$ cat config.mk
export PLATFORM = sky130hd
export DESIGN_NAME = control_unit_flat
export DESIGN_NICKNAME = d
export VERILOG_FILES = /design/src/rtl/control_unit_if.sv /design/src/rtl/control_unit.sv /design/src/flat_wrapper.sv
export SDC_FILE = /design/constraint.sdc
export NUM_CORES = 1
export LEC_CHECK = 0
export BUFFER_PORTS_ARGS = -buffer_cell sky130_fd_sc_hd__buf_2
export CAP_MARGIN = 20
export CELL_PAD_IN_SITES_DETAIL_PLACEMENT = 0
export CELL_PAD_IN_SITES_GLOBAL_PLACEMENT = 1
export CORE_ASPECT_RATIO = 1.2
export CORE_MARGIN = 2
export CORE_UTILIZATION = 42
export CTS_CLUSTER_DIAMETER = 200
export DETAILED_ROUTE_END_ITERATION = 16
export PLACE_DENSITY = 0.82
export RECOVER_POWER = 50
export SETUP_SLACK_MARGIN = 0.5
export SLEW_MARGIN = 5
export SYNTH_ARGS = -nofsm -noshare
export SYNTH_HDL_FRONTEND = slang
export SYNTH_SLANG_ARGS = --single-unit
$ cat constraint.sdc
create_clock -name clock -period 2.8 [get_ports clock]
set_input_delay 0 -clock clock [delete_from_list [all_inputs] [get_ports clock]]
set_output_delay 0 -clock clock [all_outputs]
set_load 0.01 [all_outputs]
$ cat src/rtl/control_unit_if.sv
// Signal bundle between the control unit and the datapath.
// Instruction fields and the zero flag go in; mux selects, strobes and stage pulses come out.
interface control_unit_if;
  logic [1:0] InstructionType;
  logic [4:0] FunctionCode;
  logic       StopBit;
  logic       flag_zero;
  logic [2:0] sig_alu_op;
  logic [1:0] sig_pc_src;
  logic       sig_rb_src;
  logic [1:0] sig_alu_src;
  logic       sig_rf_enable_write;
  logic       sig_enable_data_memory_write;
  logic       sig_enable_data_memory_read;
  logic       sig_write_back_data_select;
  logic       sig_push_return;
  logic       en_instruction_fetch;
  logic       en_instruction_decode;
  logic       en_execute;
  logic       en_memory;
  logic       en_write_back;

  modport master (
    output InstructionType, FunctionCode, StopBit, flag_zero,
    input  sig_alu_op, sig_pc_src, sig_rb_src, sig_alu_src, sig_rf_enable_write,
           sig_enable_data_memory_write, sig_enable_data_memory_read,
           sig_write_back_data_select, sig_push_return, en_instruction_fetch,
           en_instruction_decode, en_execute, en_memory, en_write_back
  );

  modport slave (
    input  InstructionType, FunctionCode, StopBit, flag_zero,
    output sig_alu_op, sig_pc_src, sig_rb_src, sig_alu_src, sig_rf_enable_write,
           sig_enable_data_memory_write, sig_enable_data_memory_read,
           sig_write_back_data_select, sig_push_return, en_instruction_fetch,
           en_instruction_decode, en_execute, en_memory, en_write_back
  );
endinterface

$ cat src/rtl/control_unit.sv
// Multi-cycle sequencer and decoder: walks INIT/IF/ID/EX/MEM/WB and emits registered
// Moore controls, with the decoded fields captured when the FSM leaves ID.
module control_unit (
  input  logic          clock,
  input  logic          reset_n,
  control_unit_if.slave ctrl
);
  typedef enum logic [2:0] {S_INIT = 3'd0, S_IF = 3'd1, S_ID = 3'd2,
                            S_EX = 3'd3, S_MEM = 3'd4, S_WB = 3'd5} state_t;
  typedef enum logic [2:0] {K_NOP = 3'd0, K_ALU = 3'd1, K_LW = 3'd2,
                            K_SW = 3'd3, K_BEQ = 3'd4, K_JMP = 3'd5} kind_t;

  state_t     state_q, state_d;
  kind_t      kind_q, kind_d, dec_kind;
  logic [2:0] alu_op_q, alu_op_d, dec_alu_op;
  logic [1:0] alu_src_q, alu_src_d, dec_alu_src;
  logic [1:0] pc_src_q, pc_src_d, dec_pc_src;
  logic       rb_src_q, rb_src_d, dec_rb_src;
  logic       wb_sel_q, wb_sel_d, dec_wb_sel;
  logic       stop_q, stop_d;
  logic       dec_jump, dec_jal;
  logic [4:0] en_q, en_d;
  logic       rf_we_q, rf_we_d, mem_rd_q, mem_rd_d, mem_wr_q, mem_wr_d, push_q, push_d;

  // Decode of the live instruction fields; only consumed while the FSM sits in ID.
  always_comb begin
    dec_kind    = K_NOP;
    dec_alu_op  = 3'b000;
    dec_alu_src = 2'b01;
    dec_rb_src  = 1'b0;
    dec_wb_sel  = 1'b0;
    dec_jump    = 1'b0;
    dec_jal     = 1'b0;
    case (ctrl.InstructionType)
      2'b00: begin
        if (ctrl.FunctionCode < 5'd4) begin
          dec_kind   = K_ALU;
          dec_alu_op = ctrl.FunctionCode[2:0];
        end else begin
          dec_kind = K_NOP;
        end
      end
      2'b01: begin
        case (ctrl.FunctionCode)
          5'd0:    begin dec_kind = K_JMP; dec_jump = 1'b1; end
          5'd1:    begin dec_kind = K_JMP; dec_jump = 1'b1; dec_jal = 1'b1; end
          default: dec_kind = K_NOP;
        endcase
      end
      2'b10: begin
        case (ctrl.FunctionCode)
          5'd0:    begin dec_kind = K_ALU; dec_alu_src = 2'b11; end
          5'd1:    begin dec_kind = K_ALU; dec_alu_op = 3'b001; dec_alu_src = 2'b10; end
          5'd2: begin
            dec_kind = K_LW; dec_alu_op = 3'b001; dec_alu_src = 2'b10; dec_wb_sel = 1'b1;
          end
          5'd3: begin
            dec_kind = K_SW; dec_alu_op = 3'b001; dec_alu_src = 2'b10; dec_rb_src = 1'b1;
          end
          5'd4:    begin dec_kind = K_BEQ; dec_alu_op = 3'b010; dec_rb_src = 1'b1; end
          default: dec_kind = K_NOP;
        endcase
      end
      2'b11: begin
        if (ctrl.FunctionCode < 5'd4) begin
          dec_kind    = K_ALU;
          dec_alu_op  = ctrl.FunctionCode[0] ? 3'b101 : 3'b100;
          dec_alu_src = {1'b0, ctrl.FunctionCode[1]};
        end else begin
          dec_kind = K_NOP;
        end
      end
      default: dec_kind = K_NOP;
    endcase
    dec_pc_src = ctrl.StopBit ? 2'b11 : (dec_jump ? 2'b10 : 2'b00);
  end

  // Next-state logic; BEQ resolves its PC source on the EX->IF edge.
  always_comb begin
    state_d   = state_q;
    kind_d    = kind_q;
    alu_op_d  = alu_op_q;
    alu_src_d = alu_src_q;
    pc_src_d  = pc_src_q;
    rb_src_d  = rb_src_q;
    wb_sel_d  = wb_sel_q;
    stop_d    = stop_q;
    case (state_q)
      S_INIT: state_d = S_IF;
      S_IF:   state_d = S_ID;
      S_ID: begin
        kind_d    = dec_kind;
        alu_op_d  = dec_alu_op;
        alu_src_d = dec_alu_src;
        pc_src_d  = dec_pc_src;
        rb_src_d  = dec_rb_src;
        wb_sel_d  = dec_wb_sel;
        stop_d    = ctrl.StopBit;
        if ((dec_kind == K_NOP) || (dec_kind == K_JMP)) begin
          state_d = S_IF;
        end else begin
          state_d = S_EX;
        end
      end
      S_EX: begin
        if ((kind_q == K_LW) || (kind_q == K_SW)) begin
          state_d = S_MEM;
        end else if (kind_q == K_BEQ) begin
          state_d  = S_IF;
          pc_src_d = stop_q ? 2'b11 : (ctrl.flag_zero ? 2'b01 : 2'b00);
        end else begin
          state_d = S_WB;
        end
      end
      S_MEM: begin
        if (kind_q == K_LW) begin
          state_d = S_WB;
        end else begin
          state_d = S_IF;
        end
      end
      S_WB:    state_d = S_IF;
      default: state_d = S_INIT;
    endcase
  end

  // Strobes are computed from the next state so they register in step with it.
  always_comb begin
    en_d     = {state_d == S_IF, state_d == S_ID, state_d == S_EX,
                state_d == S_MEM, state_d == S_WB};
    rf_we_d  = (state_d == S_WB);
    mem_rd_d = (state_d == S_MEM) && (kind_d == K_LW);
    mem_wr_d = (state_d == S_MEM) && (kind_d == K_SW);
    push_d   = (state_q == S_ID) && (state_d == S_IF) && dec_jal;
  end

  // State and output registers, cleared asynchronously so no strobe outlives reset.
  always_ff @(posedge clock or negedge reset_n) begin
    if (!reset_n) begin
      state_q   <= S_INIT;
      kind_q    <= K_NOP;
      alu_op_q  <= 3'b000;
      alu_src_q <= 2'b00;
      pc_src_q  <= 2'b00;
      rb_src_q  <= 1'b0;
      wb_sel_q  <= 1'b0;
      stop_q    <= 1'b0;
      en_q      <= 5'b00000;
      rf_we_q   <= 1'b0;
      mem_rd_q  <= 1'b0;
      mem_wr_q  <= 1'b0;
      push_q    <= 1'b0;
    end else begin
      state_q   <= state_d;
      kind_q    <= kind_d;
      alu_op_q  <= alu_op_d;
      alu_src_q <= alu_src_d;
      pc_src_q  <= pc_src_d;
      rb_src_q  <= rb_src_d;
      wb_sel_q  <= wb_sel_d;
      stop_q    <= stop_d;
      en_q      <= en_d;
      rf_we_q   <= rf_we_d;
      mem_rd_q  <= mem_rd_d;
      mem_wr_q  <= mem_wr_d;
      push_q    <= push_d;
    end
  end

  assign ctrl.sig_alu_op                   = alu_op_q;
  assign ctrl.sig_pc_src                   = pc_src_q;
  assign ctrl.sig_rb_src                   = rb_src_q;
  assign ctrl.sig_alu_src                  = alu_src_q;
  assign ctrl.sig_rf_enable_write          = rf_we_q;
  assign ctrl.sig_enable_data_memory_write = mem_wr_q;
  assign ctrl.sig_enable_data_memory_read  = mem_rd_q;
  assign ctrl.sig_write_back_data_select   = wb_sel_q;
  assign ctrl.sig_push_return              = push_q;
  assign ctrl.en_instruction_fetch         = en_q[4];
  assign ctrl.en_instruction_decode        = en_q[3];
  assign ctrl.en_execute                   = en_q[2];
  assign ctrl.en_memory                    = en_q[1];
  assign ctrl.en_write_back                = en_q[0];
endmodule

$ cat src/flat_wrapper.sv
// flat-port wrapper written by rule: the top's interface ports become plain ports
module control_unit_flat 
  (clock, reset_n, ctrl_InstructionType, ctrl_FunctionCode, ctrl_StopBit, ctrl_flag_zero, ctrl_sig_alu_op, ctrl_sig_pc_src, ctrl_sig_rb_src, ctrl_sig_alu_src, ctrl_sig_rf_enable_write, ctrl_sig_enable_data_memory_write, ctrl_sig_enable_data_memory_read, ctrl_sig_write_back_data_select, ctrl_sig_push_return, ctrl_en_instruction_fetch, ctrl_en_instruction_decode, ctrl_en_execute, ctrl_en_memory, ctrl_en_write_back);
  control_unit_if ctrl_i ();
  input  logic clock;
  input  logic reset_n;
  input wire logic [$bits(ctrl_i.InstructionType)-1:0] ctrl_InstructionType;
  input wire logic [$bits(ctrl_i.FunctionCode)-1:0] ctrl_FunctionCode;
  input wire logic [$bits(ctrl_i.StopBit)-1:0] ctrl_StopBit;
  input wire logic [$bits(ctrl_i.flag_zero)-1:0] ctrl_flag_zero;
  output wire logic [$bits(ctrl_i.sig_alu_op)-1:0] ctrl_sig_alu_op;
  output wire logic [$bits(ctrl_i.sig_pc_src)-1:0] ctrl_sig_pc_src;
  output wire logic [$bits(ctrl_i.sig_rb_src)-1:0] ctrl_sig_rb_src;
  output wire logic [$bits(ctrl_i.sig_alu_src)-1:0] ctrl_sig_alu_src;
  output wire logic [$bits(ctrl_i.sig_rf_enable_write)-1:0] ctrl_sig_rf_enable_write;
  output wire logic [$bits(ctrl_i.sig_enable_data_memory_write)-1:0] ctrl_sig_enable_data_memory_write;
  output wire logic [$bits(ctrl_i.sig_enable_data_memory_read)-1:0] ctrl_sig_enable_data_memory_read;
  output wire logic [$bits(ctrl_i.sig_write_back_data_select)-1:0] ctrl_sig_write_back_data_select;
  output wire logic [$bits(ctrl_i.sig_push_return)-1:0] ctrl_sig_push_return;
  output wire logic [$bits(ctrl_i.en_instruction_fetch)-1:0] ctrl_en_instruction_fetch;
  output wire logic [$bits(ctrl_i.en_instruction_decode)-1:0] ctrl_en_instruction_decode;
  output wire logic [$bits(ctrl_i.en_execute)-1:0] ctrl_en_execute;
  output wire logic [$bits(ctrl_i.en_memory)-1:0] ctrl_en_memory;
  output wire logic [$bits(ctrl_i.en_write_back)-1:0] ctrl_en_write_back;
  assign ctrl_i.InstructionType = ctrl_InstructionType;
  assign ctrl_i.FunctionCode = ctrl_FunctionCode;
  assign ctrl_i.StopBit = ctrl_StopBit;
  assign ctrl_i.flag_zero = ctrl_flag_zero;
  assign ctrl_sig_alu_op = ctrl_i.sig_alu_op;
  assign ctrl_sig_pc_src = ctrl_i.sig_pc_src;
  assign ctrl_sig_rb_src = ctrl_i.sig_rb_src;
  assign ctrl_sig_alu_src = ctrl_i.sig_alu_src;
  assign ctrl_sig_rf_enable_write = ctrl_i.sig_rf_enable_write;
  assign ctrl_sig_enable_data_memory_write = ctrl_i.sig_enable_data_memory_write;
  assign ctrl_sig_enable_data_memory_read = ctrl_i.sig_enable_data_memory_read;
  assign ctrl_sig_write_back_data_select = ctrl_i.sig_write_back_data_select;
  assign ctrl_sig_push_return = ctrl_i.sig_push_return;
  assign ctrl_en_instruction_fetch = ctrl_i.en_instruction_fetch;
  assign ctrl_en_instruction_decode = ctrl_i.en_instruction_decode;
  assign ctrl_en_execute = ctrl_i.en_execute;
  assign ctrl_en_memory = ctrl_i.en_memory;
  assign ctrl_en_write_back = ctrl_i.en_write_back;
  control_unit u_core (.clock(clock), .reset_n(reset_n), .ctrl(ctrl_i));
endmodule
==> impl_results.md, run 1 <==
- Cell Chain, Critical Path: or3b_1 -> a21oi_2 -> mux2_2
- Cell family with most CP delay: flip-flops
- CP startpoint: u_core.kind_q[0]
- I/O pin cnt: 29
- Post-Syn Nets: 136
- Ranking of synthesized cells by area: dfrtp_1 (50%), nand2_1 (7.7%), ha_1 (5.2%)
- Cell type with the largest total area after synthesis: dfrtp_1
- Gate power share: 0.354
- Crit Path Max Fanout: 5
- Setup Skew: 0.00824 ns
- Startpoint Class: register
- PortBufs: 28
- Hold Path Class: in -> reg
- CTS tree: yes
- EDFF count, synth: 0
- TritonCTS Sinks: 24
- Vias in the first global route: 973
- Setup TNS: 0 ns
- Minimum clock period: 1.48 ns
- Die area: 3330 sq um
- Final GP Congestion: 0.778
- Met3 Use GR: 0.0215
- Grt met2 use: 0.284
- Worst VDD drop: 354 uV
- Sw frac: 0.360
- Slew Viols, Final: 0
- # rows: 21
- Core region area: 2760 sq um
- Synthesized cell area: 1210 sq um
- Layout Nets: 167
- Top cell type's share of synthesized area: 0.496
- Relative slew slack: 0.169
- List of most frequent post-synthesis cells: nand2_1 (25), dfrtp_1 (24), nor2b_1 (6)
- Root Buffer: clkbuf_4
- Sw power: 365 uW
- Total grt overflow: 0
- Maximum clock rate: 674 MHz
- Power Internal: 649 uW
- CTS clk-pin slew, worst paths: 0.12 ns
- Internal reg-to-reg setup slack: 1.32 ns
- PD cells: 725 nW/um^2
- R2R depth: 3
- Count leader, synth: nand2_1
- Cts bufs inserted: 3
- Max-Cap Viols: 0
- Sequential Power Share: 0.503
- 1st-iter DRT viols: 18
- DRT Pass-1 Iters: 4
- H-tree Lvls: 1
- Met1 Use GR: 0.198
- Inserted Diodes: 0
- CP arrival: 1.69 ns
- DRC errors left: 0
- Gate count of the mapped netlist: 120
- Unrepaired setup endpoints after global routing: false
- Slowest library cell on the worst path: dfrtp_1
- Worst Tran Pin Value: 1.25 ns
- Post-DP Area: 1360 sq um
- Post-synth top flop: dfrtp_1
- Synth-to-Final Area Change: 15.6%
- Synth async-reset ratio: 1.00
- Initial antenna violation count: 0
- # setup viols final: 0
- Seq cells post-synth: 24
- Bufs on Longest Clock Path: 2
- Hold Vio Cnt, Final: 0
- Buf/Inv on CP: 0
- Synth Warn #: 0
- Via/cell ratio: 5.12
- Antenna viol nets, final: 0
- Worst setup path category: reg -> reg
- Slowest stage delay, CP: 0.43 ns
- Pin count of the biggest net entering global routing: 25
- All-Layer GR Usage: 0.167
- Initial core utilization: 0.439
- Sequential area share after synthesis: 0.496
- Critical path endpoint: u_core.ctrl.sig_pc_src[0]
- Clock share of power: 0.143
- Via count: 937
- Clk Latency, worst-skew pair: 0.31 ns
- Width of the die: 53.0 um
- Pwr Total: 1010 uW
- Syn_area_per_cell: 10.1 sq um
- Layout cells sized above 1: 0.215
- Critical path depth in cells: 3
- Reg2reg end: u_core.ctrl.sig_pc_src[0]
- Routed len/inst: 13.1 um
- Critical Path RT: 3.01 ns
- DIE HEIGHT: 62.8 um
- Count of different cell masters after synthesis: 42
- HPWL after DPL: 1840 um
- Final period util: 0.530
- First-pass GRT wire length: 4200 um
- Run status: finished, final reports clean
- Post-Layout Inst Area: 1400 sq um
- Grt peak-use layer: met2
- Leakage: 0.000668 uW
- CP endpoint kind: register
- Reg2Reg Launch Point: u_core.kind_q[0]
- Routed wire length: 2390 um
- Hold slack: 0.0366 ns
==> repair_timing <==
| item | 4_1_cts | 5_1_grt |
|---|---|---|
| resized for setup | 0 | 0 |
| endpoints found under the hold margin | 26 | 0 |
| setup buffers | 0 | 0 |
| hold buffers | 3 | 0 |
==> routing by layer <==
metal | vias to the layer above | wire length, um
li1 | 473 | -
met1 | 437 | 981
met3 | 2 | 106
met2 | 25 | 1280
met4 | 0 | 25
met5 | - | 0
==> worst min path at each step <==
stage	startpoint	to	slack (ns)	cells past startpoint
finish	ctrl_FunctionCode[4]	u_core.ctrl.sig_rb_src	0.04	4
global route	ctrl_FunctionCode[1]	u_core.kind_q[1]	0.05	3
CTS	ctrl_FunctionCode[4]	u_core.ctrl.sig_rb_src	0.03	4
detailed placement	reset_n	u_core.ctrl.sig_enable_data_memory_write	0.01	1
global placement	reset_n	u_core.ctrl.sig_alu_src[0]	-0.0007	1
floorplan	reset_n	u_core.ctrl.sig_alu_op[0]	-0.30	0
==> cell families (layout without fill, tap and decap cells) <==
| group | after synthesis | after routing | synth area share |
|---|---|---|---|
| DFF | 24 | 24 | 0.496 |
| muxes | 2 | 2 | 0.0186 |
| and+or+nand+nor | 58 | 58 | 0.274 |
| buffers and inverters | 9 | 38 | 0.0403 |
| adders and majority gates | 5 | 5 | 0.0517 |
| AOI/OAI and AO/OA | 22 | 22 | 0.120 |
==> sequential cells by signal (all words and copies together), names as in the netlist, 2 cells and up <==
signal	cells
u_core.state_q	3
u_core.ctrl.sig_pc_src	2
u_core.ctrl.sig_alu_op	3
u_core.en_q	5
u_core.kind_q	3
u_core.ctrl.sig_alu_src	2
==> cell usage in the layout (no fill, tap or decap), drive strengths merged, types with 2 or more instances in the layout <==
cell / count
nand2: 25
dfrtp: 24
buf: 18
clkbuf: 13
o21ai: 8
nor2b: 6
ha: 5
inv: 4
nor3: 4
nor2: 4
a21oi: 4
o31ai: 3
dlygate4sd3: 3
nand2b: 3
or2: 2
and3: 2
nand3b: 2
mux2: 2
nor3b: 2
and2: 2
==> through the flow <==
stage                     worst slack, ns   util  instances
after detailed placement             1.31  0.493        177
after CTS                            1.30  0.512        183
after global placement               1.32  0.493        177
after global routing                 1.23  0.507        183
final                                1.32  0.507        183
after floorplan                      1.39      -        120
==> tightest hold or removal path, cell delays in order <==
cell and delay, ns:
buf_2 0.12, nor2_1 0.07, nand4_1 0.08, nand2_1 0.05
==> power groups by stage <==
stage	Combinational (uW)	Sequential [uW]	Clock [uW]
after floorplan	235	535	0
after global placement	362	514	0
after detailed placement	369	518	0
after CTS	373	510	154
after global routing	409	525	174
final	359	511	145
==> cell type report <==
| class | instances | area, sq um |
|---|---|---|
| clock buffers | 3 | 22.5 |
| fillers | 278 | 1360 |
| inverters | 4 | 15.0 |
| multi-input cells | 87 | 562 |
| flip-flops and latches | 24 | 601 |
| well taps | 34 | 42.5 |
| repair buffers | 31 | 158 |
Power figures use the tool's default switching activity.
==> run 2, diff against run 1 <==
--- a/config.mk
+++ b/config.mk
@@ -5,16 +5,17 @@
 export SDC_FILE = /design/constraint.sdc
 export NUM_CORES = 1
 export LEC_CHECK = 0
+export ABC_AREA = 1
 export BUFFER_PORTS_ARGS = -buffer_cell sky130_fd_sc_hd__buf_2
 export CAP_MARGIN = 20
 export CELL_PAD_IN_SITES_DETAIL_PLACEMENT = 0
 export CELL_PAD_IN_SITES_GLOBAL_PLACEMENT = 1
 export CORE_ASPECT_RATIO = 1.2
 export CORE_MARGIN = 2
-export CORE_UTILIZATION = 42
+export CORE_UTILIZATION = 38
 export CTS_CLUSTER_DIAMETER = 200
 export DETAILED_ROUTE_END_ITERATION = 16
-export PLACE_DENSITY = 0.82
+export PLACE_DENSITY = 0.78
 export RECOVER_POWER = 50
 export SETUP_SLACK_MARGIN = 0.5
 export SLEW_MARGIN = 5
==> constraint.sdc (replaced) <==
create_clock -name clock -period 1.5 [get_ports clock]
set_input_delay 0 -clock clock [delete_from_list [all_inputs] [get_ports clock]]
set_output_delay 0 -clock clock [all_outputs]
set_load 0.01 [all_outputs]
==> run 2 against run 1 <==
Compared with the run above: utilization grew 4.5 points; cell count grew 23%; sequential share of layout area shrank 7.0 points; global-route usage shrank 0.73 points; critical path depth grew 1; area after synthesis shrank 2.3%; register-to-register slack lost 1.1 ns; total power grew to 2.6 times the previous value; cell area grew 20%; critical path type unchanged; highest routed layer unchanged.
==> impl_results.md, run 2 <==
- Run status: finished, final reports clean
- Count of different cell masters after synthesis: 26
- Layout Nets: 206
- # rows: 22
- Leakage: 0.000885 uW
- Worst setup path category: reg -> reg
- Cell Chain, Critical Path: nor3_4 -> inv_2 -> or2_4 -> o31ai_2
- Clk Latency, worst-skew pair: 0.31 ns
- PD cells: 1560 nW/um^2
- Final period util: 0.889
- Layout cells sized above 1: 0.365
- All-Layer GR Usage: 0.159
- Routed wire length: 2640 um
- Cell family with most CP delay: simple AND/OR/NAND/NOR gates
- CTS clk-pin slew, worst paths: 0.13 ns
- Synthesized cell area: 1180 sq um
- HPWL after DPL: 1880 um
- Top cell type's share of synthesized area: 0.507
- Post-synth top flop: dfrtp_1
- Routed len/inst: 11.7 um
- H-tree Lvls: 1
- Crit Path Max Fanout: 5
- List of most frequent post-synthesis cells: nand2_1 (26), dfrtp_1 (24), inv_1 (24)
- Synth async-reset ratio: 1.00
- Slowest stage delay, CP: 0.49 ns
- Fillers: 289
- Critical path depth in cells: 4
- Bufs on Longest Clock Path: 2
- Ranking of synthesized cells by area: dfrtp_1 (51%), nand2_1 (8.2%), inv_1 (7.6%)
- Count leader, synth: nand2_1
- PortBufs: 28
- Hold Vio Cnt, Final: 0
- Slowest library cell on the worst path: dfrtp_1
- Max FFs per register: 5
- CP startpoint: u_core.state_q[2]
- Buf/Inv on CP: 1
- Via count: 1,067
- Reg2Reg Launch Point: u_core.state_q[2]
- Hold Path Class: in -> reg
- Critical Path RT: 1.73 ns
- Slew Viols, Final: 0
- Pin count of the biggest net entering global routing: 25
- Max-Cap Viols: 0
- Inserted Diodes: 0
- I/O pin cnt: 29
- Minimum clock period: 1.33 ns
- # setup viols final: 0
- Worst VDD drop: 759 uV
- Post-Layout Inst Area: 1670 sq um
- Vias in the first global route: 1,000
- Cell type with the largest total area after synthesis: dfrtp_1
- Synth Warn #: 0
- Core region area: 3030 sq um
- Seq cells post-synth: 24
- Cts bufs inserted: 3
- Most frequent cells in the layout: dfrtp_1 (24), inv_1 (19), nand2_1 (19), buf_2 (18), nor2_1 (15)
- Setup TNS: 0 ns
- Critical path endpoint: u_core.ctrl.sig_alu_op[2]
- 1st-iter DRT viols: 8
- CTS tree: yes
- Setup Skew: 0.00388 ns
- Post-DP Area: 1370 sq um
- Initial core utilization: 0.391
- First-pass GRT wire length: 4220 um
- DRT Pass-1 Iters: 4
- CP arrival: 1.56 ns
- Initial antenna violation count: 0
- Post-Syn Nets: 157
- CP endpoint kind: register
- Relative slew slack: 0.603
- Syn_area_per_cell: 8.39 sq um
- Largest reg by FF count: u_core.en_q
- EDFF count, synth: 0
- Synth-to-Final Area Change: 41.4%
- Via/cell ratio: 4.74
- Root Buffer: clkbuf_4
- Total grt overflow: 0
- Gate count of the mapped netlist: 141
- TritonCTS Sinks: 24
- Worst Tran Pin Value: 0.595 ns
- Die area: 3580 sq um
- Startpoint Class: register
- Final GP Congestion: 0.888
- DIE HEIGHT: 65.1 um
- Antenna viol nets, final: 0
- R2R depth: 4
- Maximum clock rate: 750 MHz
- Reg2reg end: u_core.ctrl.sig_alu_op[2]
- Most common cell after layout, fill and taps aside: dfrtp_1
- Unrepaired setup endpoints after global routing: true
- DRC errors left: 0
- Sequential area share after synthesis: 0.507
- Internal reg-to-reg setup slack: 0.17 ns
- Width of the die: 54.9 um
## run 2: area by class of cell
cell class / count / area, sq um / area share
sequential: 24 / 601 / 0.359
multi-input combinational: 89 / 579 / 0.346
timing repair buffer: 46 / 297 / 0.177
inverter: 26 / 100 / 0.0598
tap: 36 / 45.0 / 0.0269
clock inverter: 1 / 30.0 / 0.0179
clock buffer: 3 / 22.5 / 0.0135
## run 2: through the flow
stage	instances	hold WS, ns	total power, uW	setup WS [ns]	utilization
CTS	220	0.0228	2290	0.194	0.513
floorplan	141	-0.296	1410	0.220	-
detailed placement	205	0.0138	1650	0.123	0.453
global route	225	0.0507	2790	0.0974	0.553
finish	225	0.0328	2620	0.167	0.553
global placement	205	0.00258	1620	0.161	0.453
## run 2: power breakdown
part / internal [uW] / leakage, uW / switching, uW
combinational: 564 / 0.000544 / 652
clock: 270 / 0.0000279 / 192
sequential: 816 / 0.000313 / 122
total: 1650 / 0.000885 / 966
## run 2: worst min-delay path: stages
cell	delay, ns
buf_2	0.13
nand2_1	0.10
o31ai_1	0.08
## run 2: logic make-up after synthesis
| logic type | count (synthesis) | synth area share |
|---|---|---|
| compound gates | 22 | 0.116 |
| fa+ha+maj | 5 | 0.0529 |
| buf+inv | 28 | 0.0930 |
| flops | 24 | 0.507 |
| simple gates | 62 | 0.230 |
## run 2: how the worst min path moves through the flow
stage	startpoint	to	slack (ns)	cells past startpoint
2_1_floorplan	reset_n	u_core.ctrl.sig_alu_op[0]	-0.30	0
3_3_place_gp	reset_n	u_core.ctrl.sig_rb_src	0.003	1
3_5_place_dp	reset_n	u_core.stop_q	0.01	1
4_1_cts	ctrl_FunctionCode[1]	u_core.ctrl.sig_write_back_data_select	0.02	3
5_1_grt	ctrl_FunctionCode[4]	u_core.ctrl.sig_rb_src	0.05	4
6_report	ctrl_FunctionCode[1]	u_core.ctrl.sig_write_back_data_select	0.03	3
## run 2: timing repair
action / in CTS / in global routing
pin swaps: 4 / 7
endpoints found under the hold margin: 27 / 0
buffers inserted: 7 / 5
gates resized for setup: 15 / 29
setup endpoints to repair: 23 / 24
hold buffers: 4 / 0
## run 2: layer usage
metal | routed length (um) | track usage
met5 | 0 | 0
met4 | 44 | 0.0732
met3 | 133 | 0.0136
met2 | 1330 | 0.257
met1 | 1130 | 0.211
==> run 3, diff against run 2 <==
==> constraint.sdc (replaced) <==
create_clock -name clock -period 1.5 [get_ports clock]
set_input_delay 0.15 -clock clock [delete_from_list [all_inputs] [get_ports clock]]
set_output_delay 0.15 -clock clock [all_outputs]
set_load 0.01 [all_outputs]
==> run 3 against run 2 <==
Compared with the run above: sequential power about the same; cell count grew 0.44%; clock power rose by 2%; register-to-register slack better by 0.05 ns; setup slack improved by 0.054 ns; first-iteration DRC count increased to 3.4 times the previous value; die area unchanged; routed wire length down 2.1%; total power shrank 5.1%; sequential share of layout area is 1.0 points higher; maximum frequency up 4.2%; largest cell class unchanged.
==> impl_results.md, run 3 (same netlist as run 2, synthesis figures left out) <==
- Pwr Total: 2480 uW
- I/O pin cnt: 29
- Hold slack: 0.0977 ns
- Worst Hold End: u_core.stop_q
- # rows: 22
- Startpoint Class: register
- TritonCTS Sinks: 24
- Cell Chain, Critical Path: nor3_4 -> inv_2 -> or2_4 -> o31ai_2
- Maximum clock rate: 782 MHz
- Largest reg by FF count: u_core.en_q
- Final period util: 0.852
- HPWL after DPL: 1830 um
- Pin count of the biggest net entering global routing: 25
- Unrepaired setup endpoints after global routing: true
- Layout cells sized above 1: 0.326
- Hold wc startpoint: ctrl_StopBit
- Total grt overflow: 0
- Slowest stage delay, CP: 0.45 ns
- Setup Skew: 0.00952 ns
- Relative slew slack: 0.612
- CTS clk-pin slew, worst paths: 0.14 ns
- Hold Vio Cnt, Final: 0
- DIE HEIGHT: 65.1 um
- Routed wire length: 2580 um
- DRT Pass-1 Iters: 4
- Antenna viol nets, final: 0
- Internal reg-to-reg setup slack: 0.22 ns
- Setup TNS: 0 ns
- CP endpoint kind: register
- Initial antenna violation count: 0
- CP arrival: 1.51 ns
- Inserted Diodes: 0
- Initial core utilization: 0.391
- Width of the die: 54.9 um
- Via count: 1,064
- Reg2Reg Launch Point: u_core.state_q[0]
- PortBufs: 28
- 1st-iter DRT viols: 27
- Worst Tran Pin Value: 0.581 ns
- Critical Path RT: 1.73 ns
- # setup viols final: 0
- Max FFs per register: 5
- Cts bufs inserted: 3
- Reg2reg end: u_core.ctrl.sig_alu_op[2]
- Layout Nets: 207
- DRC errors left: 0
- Bufs on Longest Clock Path: 2
- Minimum clock period: 1.28 ns
- R2R depth: 4
- Synth-to-Final Area Change: 37.7%
- Clk Latency, worst-skew pair: 0.32 ns
- Vias in the first global route: 994
- Via/cell ratio: 4.71
- Most frequent cells in the layout: dfrtp_1 (23), inv_1 (21), nand2_1 (21), nor2_1 (18), buf_4 (17)
- Hold Path Class: in -> reg
- Worst setup path category: reg -> reg
- Slowest library cell on the worst path: dfrtp_1
- Max-Cap Viols: 0
- WHS Path Cells: 3
- Root Buffer: clkbuf_4
- Leakage: 0.000858 uW
- Die area: 3580 sq um
- Core region area: 3030 sq um
- PD cells: 1520 nW/um^2
- Final GP Congestion: 0.879
- Routed len/inst: 11.4 um
- H-tree Lvls: 1
- First-pass GRT wire length: 4080 um
- Crit Path Max Fanout: 4
- Run status: finished, final reports clean
- Most common cell after layout, fill and taps aside: dfrtp_1
- All-Layer GR Usage: 0.151
- Slew Viols, Final: 0
- Worst VDD drop: 903 uV
- CTS tree: yes
-- run 3: cell types whose count changed in the layout (fill, tap and decap cells not counted), sizes merged --
| cell | previous run | this run |
|---|---|---|
| buf | 32 | 36 |
| dlygate4sd3 | 4 | 1 |
-- run 3: power by group --
| part | leakage, uW | switching, uW | internal [uW] |
|---|---|---|---|
| logic | 0.000519 | 545 | 525 |
| clock network | 0.0000279 | 202 | 270 |
| registers | 0.000312 | 122 | 819 |
-- run 3: cell type report --
| type | count | area [sq um] |
|---|---|---|
| clock buffers | 3 | 22.5 |
| clock inverters | 1 | 30.0 |
| fillers | 292 | 1400 |
| inverters | 26 | 100 |
| multi-input cells | 89 | 528 |
| flip-flops and latches | 24 | 602 |
| well taps | 36 | 45.0 |
| repair buffers | 47 | 303 |
-- run 3: worst max path at each step --
stage / to / slack (ns) / start / depth (start not counted)
after floorplan: u_core.ctrl.sig_alu_op[2] / 0.22 / u_core.state_q[2] / 4
after global placement: u_core.ctrl.sig_pc_src[0] / 0.14 / u_core.state_q[2] / 5
after detailed placement: u_core.ctrl.sig_alu_op[2] / 0.12 / u_core.state_q[2] / 4
after CTS: u_core.ctrl.sig_alu_op[2] / 0.21 / u_core.state_q[1] / 5
after global routing: u_core.ctrl.sig_alu_op[2] / 0.13 / u_core.state_q[0] / 4
final: u_core.ctrl.sig_alu_op[2] / 0.22 / u_core.state_q[0] / 4
-- run 3: worst max-delay path, delay by kind of cell, from the launching register on --
family / cells / cell delay [ns]
buffers and inverters: 1 / 0.07
DFF: 1 / 0.45
and+or+nand+nor: 2 / 0.52
AOI/OAI and AO/OA: 1 / 0.17
-- run 3: routing by layer --
layer | share of wire | global-route usage | vias to the layer above
li1 | - | - | 539
met5 | 0 | 0 | -
met2 | 0.50 | 0.260 | 20
met4 | 0.0097 | 0.0457 | 0
met3 | 0.031 | 0.0136 | 2
met1 | 0.46 | 0.196 | 503
-- run 3: through the flow --
step	setup WS [ns]	cells	area, sq um	utilization
after CTS	0.207	223	1560	0.514
after global routing	0.128	226	1630	0.538
after detailed placement	0.119	207	1390	0.458
final	0.221	226	1630	0.538
after global placement	0.142	207	1390	0.458
after floorplan	0.220	141	1180	-
-- run 3: what timing repair did --
item | 4_1_cts | 5_1_grt
hold buffers | 1 | 0
pin swaps | 3 | 3
setup endpoints to repair | 31 | 42
setup buffers | 11 | 3
endpoints found under the hold margin | 24 | 0
gates resized for setup | 10 | 17
